### src/rtl/pc_ctrl_pkg.sv
// Shared definitions for the fetch-stage PC sequencer: state encoding and PC constants.
package pc_ctrl_pkg;

    localparam int unsigned PC_W = 32;
    localparam logic [PC_W-1:0] PC_INC = 32'd4;

    typedef enum logic [1:0] {
        BOOT,
        RUN,
        STALL,
        FLUSH
    } pc_state_e;

endpackage

### src/rtl/pc_ctrl_if.sv
// Request/command bundle between the writeback/execute/hazard units, pc_ctrl and the PC register.
interface pc_ctrl_if
    import pc_ctrl_pkg::*;
#(
    parameter int unsigned CNT_W = 16
) ();

    logic             wr_req;
    logic [PC_W-1:0]  wr_data;
    logic             br_req;
    logic [PC_W-1:0]  br_off;
    logic             stall;
    logic             pc_reset;
    logic             pc_we;
    logic [PC_W-1:0]  pc_wd;
    logic             pc_ib;
    logic [PC_W-1:0]  pc_bv;
    logic             fetch_valid;
    logic             flush;
    logic [PC_W-1:0]  shadow_pc;
    logic [CNT_W-1:0] lost_cycles;

    modport master (
        input  wr_req, wr_data, br_req, br_off, stall,
        output pc_reset, pc_we, pc_wd, pc_ib, pc_bv, fetch_valid, flush,
               shadow_pc, lost_cycles
    );

    modport slave (
        output wr_req, wr_data, br_req, br_off, stall,
        input  pc_reset, pc_we, pc_wd, pc_ib, pc_bv, fetch_valid, flush,
               shadow_pc, lost_cycles
    );

endinterface

### src/rtl/pc_ctrl.sv
// PC command sequencer: arbitrates write/branch/stall/increment, inserts post-redirect
// bubbles, mirrors the PC value and counts lost fetch cycles.
module pc_ctrl
    import pc_ctrl_pkg::*;
#(
    parameter int unsigned FLUSH_DEPTH = 2,
    parameter int unsigned CNT_W       = 16
) (
    input  logic      clk,
    input  logic      reset_n,
    pc_ctrl_if.master bus
);

    localparam logic [3:0] FD = 4'(FLUSH_DEPTH);

    pc_state_e        state_q, state_d;
    logic [3:0]       fcnt_q, fcnt_d;
    logic [PC_W-1:0]  shadow_q, shadow_d;
    logic [CNT_W-1:0] lost_q, lost_d;
    logic             lost_evt;

    always_ff @(posedge clk or negedge reset_n) begin
        if (!reset_n) begin
            state_q  <= BOOT;
            fcnt_q   <= '0;
            shadow_q <= '0;
            lost_q   <= '0;
        end else begin
            state_q  <= state_d;
            fcnt_q   <= fcnt_d;
            shadow_q <= shadow_d;
            lost_q   <= lost_d;
        end
    end

    always_comb begin
        state_d         = state_q;
        fcnt_d          = fcnt_q;
        shadow_d        = shadow_q;
        lost_d          = lost_q;
        lost_evt        = 1'b0;
        bus.pc_reset    = 1'b0;
        bus.pc_we       = 1'b0;
        bus.pc_wd       = '0;
        bus.pc_ib       = 1'b0;
        bus.pc_bv       = '0;
        bus.fetch_valid = 1'b0;
        bus.flush       = 1'b0;

        case (state_q)
            BOOT: begin
                bus.pc_reset = 1'b1;
                shadow_d     = '0;
                state_d      = RUN;
            end
            default: begin
                if (bus.wr_req) begin
                    bus.pc_we = 1'b1;
                    bus.pc_wd = bus.wr_data;
                    bus.flush = 1'b1;
                    shadow_d  = bus.wr_data;
                    fcnt_d    = FD;
                    state_d   = FLUSH;
                    lost_evt  = 1'b1;
                end else if (bus.br_req) begin
                    bus.pc_ib = 1'b1;
                    bus.pc_bv = bus.br_off;
                    bus.flush = 1'b1;
                    shadow_d  = shadow_q + bus.br_off;
                    fcnt_d    = FD;
                    state_d   = FLUSH;
                    lost_evt  = 1'b1;
                end else if (state_q == FLUSH) begin
                    // Bubble: rewrite the current PC so the register holds.
                    bus.pc_we = 1'b1;
                    bus.pc_wd = shadow_q;
                    bus.flush = 1'b1;
                    lost_evt  = 1'b1;
                    if (!bus.stall) begin
                        fcnt_d = fcnt_q - 4'd1;
                        if (fcnt_q == 4'd1) begin
                            state_d = RUN;
                        end
                    end
                end else if (bus.stall) begin
                    bus.pc_we = 1'b1;
                    bus.pc_wd = shadow_q;
                    state_d   = STALL;
                    lost_evt  = 1'b1;
                end else begin
                    bus.fetch_valid = 1'b1;
                    shadow_d        = shadow_q + PC_INC;
                    state_d         = RUN;
                end
            end
        endcase

        if (lost_evt && (lost_q != '1)) begin
            lost_d = lost_q + CNT_W'(1);
        end
    end

    assign bus.shadow_pc   = shadow_q;
    assign bus.lost_cycles = lost_q;

endmodule

### src/flat_wrapper.sv
// flat-port wrapper written by rule: the top's interface ports become plain ports
module pc_ctrl_flat import pc_ctrl_pkg::*;
#(
    parameter int unsigned FLUSH_DEPTH = 2,
    parameter int unsigned CNT_W       = 16
)
  (clk, reset_n, bus_wr_req, bus_wr_data, bus_br_req, bus_br_off, bus_stall, bus_pc_reset, bus_pc_we, bus_pc_wd, bus_pc_ib, bus_pc_bv, bus_fetch_valid, bus_flush, bus_shadow_pc, bus_lost_cycles);
  pc_ctrl_if #(.CNT_W(CNT_W)) bus_i ();
  input  logic clk;
  input  logic reset_n;
  input wire logic [$bits(bus_i.wr_req)-1:0] bus_wr_req;
  input wire logic [$bits(bus_i.wr_data)-1:0] bus_wr_data;
  input wire logic [$bits(bus_i.br_req)-1:0] bus_br_req;
  input wire logic [$bits(bus_i.br_off)-1:0] bus_br_off;
  input wire logic [$bits(bus_i.stall)-1:0] bus_stall;
  output wire logic [$bits(bus_i.pc_reset)-1:0] bus_pc_reset;
  output wire logic [$bits(bus_i.pc_we)-1:0] bus_pc_we;
  output wire logic [$bits(bus_i.pc_wd)-1:0] bus_pc_wd;
  output wire logic [$bits(bus_i.pc_ib)-1:0] bus_pc_ib;
  output wire logic [$bits(bus_i.pc_bv)-1:0] bus_pc_bv;
  output wire logic [$bits(bus_i.fetch_valid)-1:0] bus_fetch_valid;
  output wire logic [$bits(bus_i.flush)-1:0] bus_flush;
  output wire logic [$bits(bus_i.shadow_pc)-1:0] bus_shadow_pc;
  output wire logic [$bits(bus_i.lost_cycles)-1:0] bus_lost_cycles;
  assign bus_i.wr_req = bus_wr_req;
  assign bus_i.wr_data = bus_wr_data;
  assign bus_i.br_req = bus_br_req;
  assign bus_i.br_off = bus_br_off;
  assign bus_i.stall = bus_stall;
  assign bus_pc_reset = bus_i.pc_reset;
  assign bus_pc_we = bus_i.pc_we;
  assign bus_pc_wd = bus_i.pc_wd;
  assign bus_pc_ib = bus_i.pc_ib;
  assign bus_pc_bv = bus_i.pc_bv;
  assign bus_fetch_valid = bus_i.fetch_valid;
  assign bus_flush = bus_i.flush;
  assign bus_shadow_pc = bus_i.shadow_pc;
  assign bus_lost_cycles = bus_i.lost_cycles;
  pc_ctrl #(.FLUSH_DEPTH(FLUSH_DEPTH), .CNT_W(CNT_W)) u_core (.clk(clk), .reset_n(reset_n), .bus(bus_i));
endmodule
### config.mk
export PLATFORM = sky130hd
export DESIGN_NAME = pc_ctrl_flat
export DESIGN_NICKNAME = d
export VERILOG_FILES = /design/src/rtl/pc_ctrl_pkg.sv /design/src/rtl/pc_ctrl_if.sv /design/src/rtl/pc_ctrl.sv /design/src/flat_wrapper.sv
export SDC_FILE = /design/constraint.sdc
export NUM_CORES = 1
export LEC_CHECK = 0
export CORE_UTILIZATION = 40
export CTS_BUF_LIST = sky130_fd_sc_hd__clkbuf_4 sky130_fd_sc_hd__clkbuf_8
export DETAILED_ROUTE_END_ITERATION = 10
export PLACE_DENSITY = 0.71
export SYNTH_ARGS = -nofsm -noshare
export SYNTH_HDL_FRONTEND = slang
export SYNTH_SLANG_ARGS = --single-unit
### constraint.sdc
create_clock -name clk -period 3.3 [get_ports clk]
set_input_delay 0.66 -clock clk [delete_from_list [all_inputs] [get_ports clk]]
set_output_delay 0.66 -clock clk [all_outputs]
set_load 0.1 [all_outputs]
# Word level (Yosys, flattened, before mapping)
# Cells that the tools add are included.
op_classes:
  mux: 45
  eq_ne: 8
  add_sub_neg: 4
  n_reduce_logical: 6
  bitwise: 1
ops:
  columns: ["op", "n"]
  rows:
  - ["$mux W32", 13]
  - ["$add A32 B3 Y32 const B", 1]
  - ["$add A32 B32 Y32", 1]
  - ["$mux W1", 21]
  - ["$add A16 B1 Y16 const B", 1]
  - ["$mux W4", 4]
  - ["$ne A16 B16 Y1 const B", 1]
  - ["$mux W2", 7]
  - ["$ne A5 B5 Y1 const B", 2]
  - ["$eq A4 B1 Y1 const B", 1]
  - ["$ne A4 B3 Y1 const B", 1]
  - ["$ne A4 B4 Y1 const B", 1]
  - ["$reduce_and A2 Y1", 2]
  - ["$sub A4 B1 Y4 const B", 1]
  - ["$ne A3 B3 Y1 const B", 1]
  - ["$reduce_and A3 Y1", 1]
  - ["$reduce_bool A3 Y1", 1]
  - ["$eq A2 B2 Y1 const B", 1]
  - ["$logic_not A2 Y1", 1]
  - ["$logic_and A1 B1 Y1", 1]
  - ["$not A1 Y1", 1]
totals:
  regBits: 54
  out_inout_bits: 117

# Logic depth before layout (Yosys ltp)
depth:
  depth_word: 7
  mapped_depth: 11

# Least setup slack after synthesis
# Ideal clock, no wire load.
synth_timing:
  kind: "input -> output"
  startpoint: "in bus_wr_req"
  endpoint: "out bus_pc_wd[0]"
  arrival_time_ns: 3.301
  path_buffers: 3
  stages: 5
  setup_slack_ns: -0.661
  required_ns: 2.640
  cell_sequence: "buf_1 -> clkbuf_1 -> clkbuf_1 -> nand2_1 -> a21oi_1"
synth_via:
  elab_chain_cells: 2
synth_rtl:
  columns: ["item", "line_no", "source"]
  rows:
  - ["from (decl)", "flat_wrapper.sv:11", "input wire logic [$bits(bus_i.wr_req)-1:0] bus_wr_req;"]
  - ["$mux W32", "pc_ctrl.sv:57", "if (bus.wr_req) begin"]
  - ["$mux W32", "pc_ctrl.sv:50", "case (state_q)"]
  - ["to (decl)", "flat_wrapper.sv:18", "output wire logic [$bits(bus_i.pc_wd)-1:0] bus_pc_wd;"]
# No other way between the ends.

# Final worst setup path
layout_timing:
  startpoint: "in bus_br_off[0]"
  endpoint: "reg u_core.shadow_q[30], in the netlist u_core.bus.shadow_pc[30]"
layout_via:
  elab_chain_cells: 4
layout_rtl:
  columns: ["item", "line_no", "source"]
  rows:
  - ["from (decl)", "flat_wrapper.sv:14", "input wire logic [$bits(bus_i.br_off)-1:0] bus_br_off;"]
  - ["$add A32 B32 Y32", "pc_ctrl.sv:69", "shadow_d = shadow_q + bus.br_off;"]
  - ["$mux W32", "pc_ctrl.sv:65", "end else if (bus.br_req) begin"]
  - ["$mux W32", "pc_ctrl.sv:57", null]
  - ["$mux W32", "pc_ctrl.sv:50", null]
  - ["to (signal assigned)", "pc_ctrl.sv:31", "shadow_q <= shadow_d;"]
  - ["to (decl)", "pc_ctrl.sv:18", "logic [PC_W-1:0] shadow_q, shadow_d;"]
# No other way between the ends.
# A chain may end at the register's enable or synchronous reset.

==> results.py <==
metrics = {
    "sta": {
        "final_hold_viol_count": 0,
        "holdWs_ns": 0.297,
        "worst_slack_ns": 0.114,
        "tns_ns": 0,
        "maxSlewViolCount": 0,
        "finalCriticalPeriod_ns": 3.19,
        "rsz0062_at_grt": "false",
        "worst_pin_slew_ns": 0.917,
        "fmax_ghz": 0.314,
        "relSlewSlack": 0.386,
        "fin_skew_ns": 0.00991,
        "finalSetupViolations": 0,
        "period_share": 0.966,
    },
    "place": {
        "gp_congestion": 0.940,
        "dp_slack_ns": -0.207,
        "port_buffers": 185,
        "dp_hpwl_um": 16300,
        "place_area_um2": 8950,
    },
    "critical_path": {
        "crit_required_ns": 3.51,
        "worstPathArrival_ns": 3.40,
        "setup.worst_path.end_class": "flip-flop",
        "critPathTopFamily": "compound AO/OA/AOI/OAI gates",
        "crit_cells": 12,
        "r2r.worst_path.cells": 11,
        "start_kind": "primary input",
        "path_cells": "clkdlybuf4s50_1 -> ha_1 -> inv_1 -> fa_1 -> nand2b_1 -> a21o_1 -> a211oi_2 -> o211ai_1 -> a21oi_1 -> o22a_1 -> mux2i_1 -> o21ai_1",
        "criticalPathCategory": "primary input to flip-flop",
        "worstPathMaxFanout": 4,
        "cp_slowest_cell": "clkdlybuf4s50_1",
        "critPathMaxStageDelay_ns": 0.49,
        "crit_buf_inv": 2,
    },
    "floorplanning": {
        "ios": 186,
        "rows": 43,
        "die_y_um": 121,
        "core_area_um2": 13800,
        "dieWidth_um": 121,
        "fp.dieArea_um2": 14600,
        "start_util": 0.408,
    },
    "cells_and_area": {
        "final_cell_area_um2": 9050,
        "final_common_cell": "buf_4",
        "layout_common_cells": "buf_4 (125), nand2_1 (83), buf_12 (72), clkdlybuf4s50_1 (66), a21oi_1 (58)",
        "antenna_cells": 0,
        "nets": 1080,
        "area_growth_pct": 60.4,
        "final_layout_size_suffix_gt1_frac": 0.258,
    },
    "synth": {
        "synth_area_um2": 5640,
        "synth-seq-cells": 54,
        "synth_edf_count": 0,
        "synth_cells": 737,
        "yosysSeqAreaShare": 0.240,
        "syn_nets": 842,
        "synthDistinctLibCells": 75,
        "ys_warn_count": 0,
        "ys.flop_type": "dfrtp_1",
        "synth-async-reset-ratio": 1.00,
        "syn_avg_cell_area_um2": 7.65,
    },
    "drt": {
        "routed_wl_um": 20600,
        "avgRoutedWirePerCell_um": 17.8,
        "ant_nets": 0,
        "vias_per_cell": 5.64,
        "drc_errors": 0,
        "vias": 6519,
        "first_iter_violations": 476,
        "dr.pass1.iters": 5,
    },
    "clock_network": {
        "clock_sinks": 54,
        "cts-buffers-inserted": 5,
        "postCtsHoldBufs": 0,
        "cts_max_level": 2,
        "cts_tree": "built",
        "cts_max_path_buffers": 2,
        "root_buffer": "clkbuf_8",
        "worstSkewPairLatency_ns": 0.34,
        "post_cts_buffers": 0,
        "post_cts_resized": 0,
        "path_clk_slew_ns": 0.13,
    },
    "pwr": {
        "ir_worst_vdd_v": 0.000262,
        "p_leak_nw": 4.11,
        "p_per_area_nw_per_um2": 571,
    },
    "global_routing": {
        "grt_pass1_vias": 6394,
        "antenna_found_initial": 0,
        "grt.total_usage": 0.289,
        "grt_max_degree": 55,
        "grt_pass1_wl_um": 33400,
        "grt-ovfl-total": 0,
    },
    "worst_hold_path": {
        "min_path_type": "primary input to asynchronous set/reset pin",
    },
    "status": {
        "status": "finished clean",
    },
    "flow_run": {
        "drv_cap": 0,
    },
}
## Yosys cell counts, types with 3 or more instances
| library cell | count | area share |
|---|---|---|
| a22o_1 | 7 | 0.011 |
| nor2_1 | 71 | 0.047 |
| o221ai_1 | 3 | 0.0047 |
| a21oi_1 | 65 | 0.058 |
| mux2i_1 | 24 | 0.043 |
| dfrtp_1 | 54 | 0.24 |
| ha_1 | 35 | 0.078 |
| a31oi_1 | 5 | 0.0055 |
| o22ai_1 | 3 | 0.0033 |
| nand2_1 | 83 | 0.055 |
| o211ai_1 | 8 | 0.011 |
| xor2_1 | 31 | 0.048 |
| o21bai_1 | 5 | 0.0067 |
| nor4_1 | 3 | 0.0033 |
| clkbuf_1 | 31 | 0.021 |
| inv_1 | 23 | 0.015 |
| a211oi_1 | 8 | 0.011 |
| nor2b_1 | 5 | 0.0055 |
| o21ai_0 | 44 | 0.039 |
| nand3_1 | 22 | 0.020 |
| a21o_1 | 12 | 0.016 |
| o21ai_1 | 9 | 0.0080 |
| xnor2_1 | 32 | 0.050 |
| and2_1 | 9 | 0.010 |
| a221oi_1 | 3 | 0.0047 |
| and3_1 | 45 | 0.050 |
| o21a_1 | 3 | 0.0040 |
| nand4_1 | 16 | 0.018 |
| and4_1 | 5 | 0.0078 |
| nor3_1 | 10 | 0.0089 |
| nand2b_1 | 6 | 0.0067 |
## cell families after synthesis
kind of cell / share of synthesized area
fa+ha+maj: 0.0812
buf+inv: 0.0390
compound gates: 0.237
mux: 0.0466
simple gates: 0.259
flops: 0.240
xor+xnor: 0.0978
## power by group
| part | leakage, nW | switching [W] | internal [W] | total [W] |
|---|---|---|---|---|
| logic | 3.41 | 0.00246 | 0.00125 | 0.00371 |
| registers | 0.654 | 0.000224 | 0.000787 | 0.00101 |
| clock network | 0.0506 | 0.000284 | 0.000160 | 0.000444 |
| total | 4.11 | 0.00296 | 0.00220 | 0.00517 |
## path summary, 6_finish.rpt
path | endpoint | from | slack, ns
worst max-delay path | u_core.bus.shadow_pc[30]$_DFFE_PN0P_ | bus_br_off[0] | 0.11
worst min-delay path | u_core.bus.shadow_pc[31]$_DFFE_PN0P_ | reset_n | 0.30
worst max register to register | u_core.bus.shadow_pc[30]$_DFFE_PN0P_ | u_core.bus.shadow_pc[0]$_DFFE_PN0P_ | 0.48
worst min register to register | u_core.fcnt_q[3]$_DFFE_PN0P_ | u_core.fcnt_q[3]$_DFFE_PN0P_ | 0.50
max in group asynchronous | u_core.bus.shadow_pc[17]$_DFFE_PN0P_ | reset_n | 2.73
min in group clk | u_core.fcnt_q[3]$_DFFE_PN0P_ | u_core.fcnt_q[3]$_DFFE_PN0P_ | 0.50
## registers in the layout (all words and copies together), names as in the netlist
register,flops
u_core.bus.lost_cycles,16
u_core.state_q,2
u_core.bus.shadow_pc,32
u_core.fcnt_q,4
## area by class of cell
class / count / area [µm²]
timing repair buffer: 265 / 3050
multi-input combinational: 625 / 4230
fill: 1189 / 4780
clock buffer: 5 / 68.8
tap: 180 / 225
clock inverter: 3 / 28.8
inverter: 24 / 90.1
sequential: 54 / 1350
## per-stage QoR
step | utilization | cells | total power, W
after floorplan | - | 737 | 0.00355
after global placement | 0.647 | 1148 | 0.00469
after detailed placement | 0.647 | 1148 | 0.00471
after CTS | 0.654 | 1156 | 0.00516
after global routing | 0.654 | 1156 | 0.00543
final | 0.654 | 1156 | 0.00517
## layer usage
metal / global-route usage / vias to the layer above / wire length [µm]
li1: - / 3160 / -
met1: 0.401 / 3079 / 9320
met2: 0.472 / 254 / 9390
met3: 0.0462 / 26 / 1550
met4: 0.0586 / 0 / 285
met5: 0 / - / 0
Note: power is estimated with default switching activity, not from simulation.
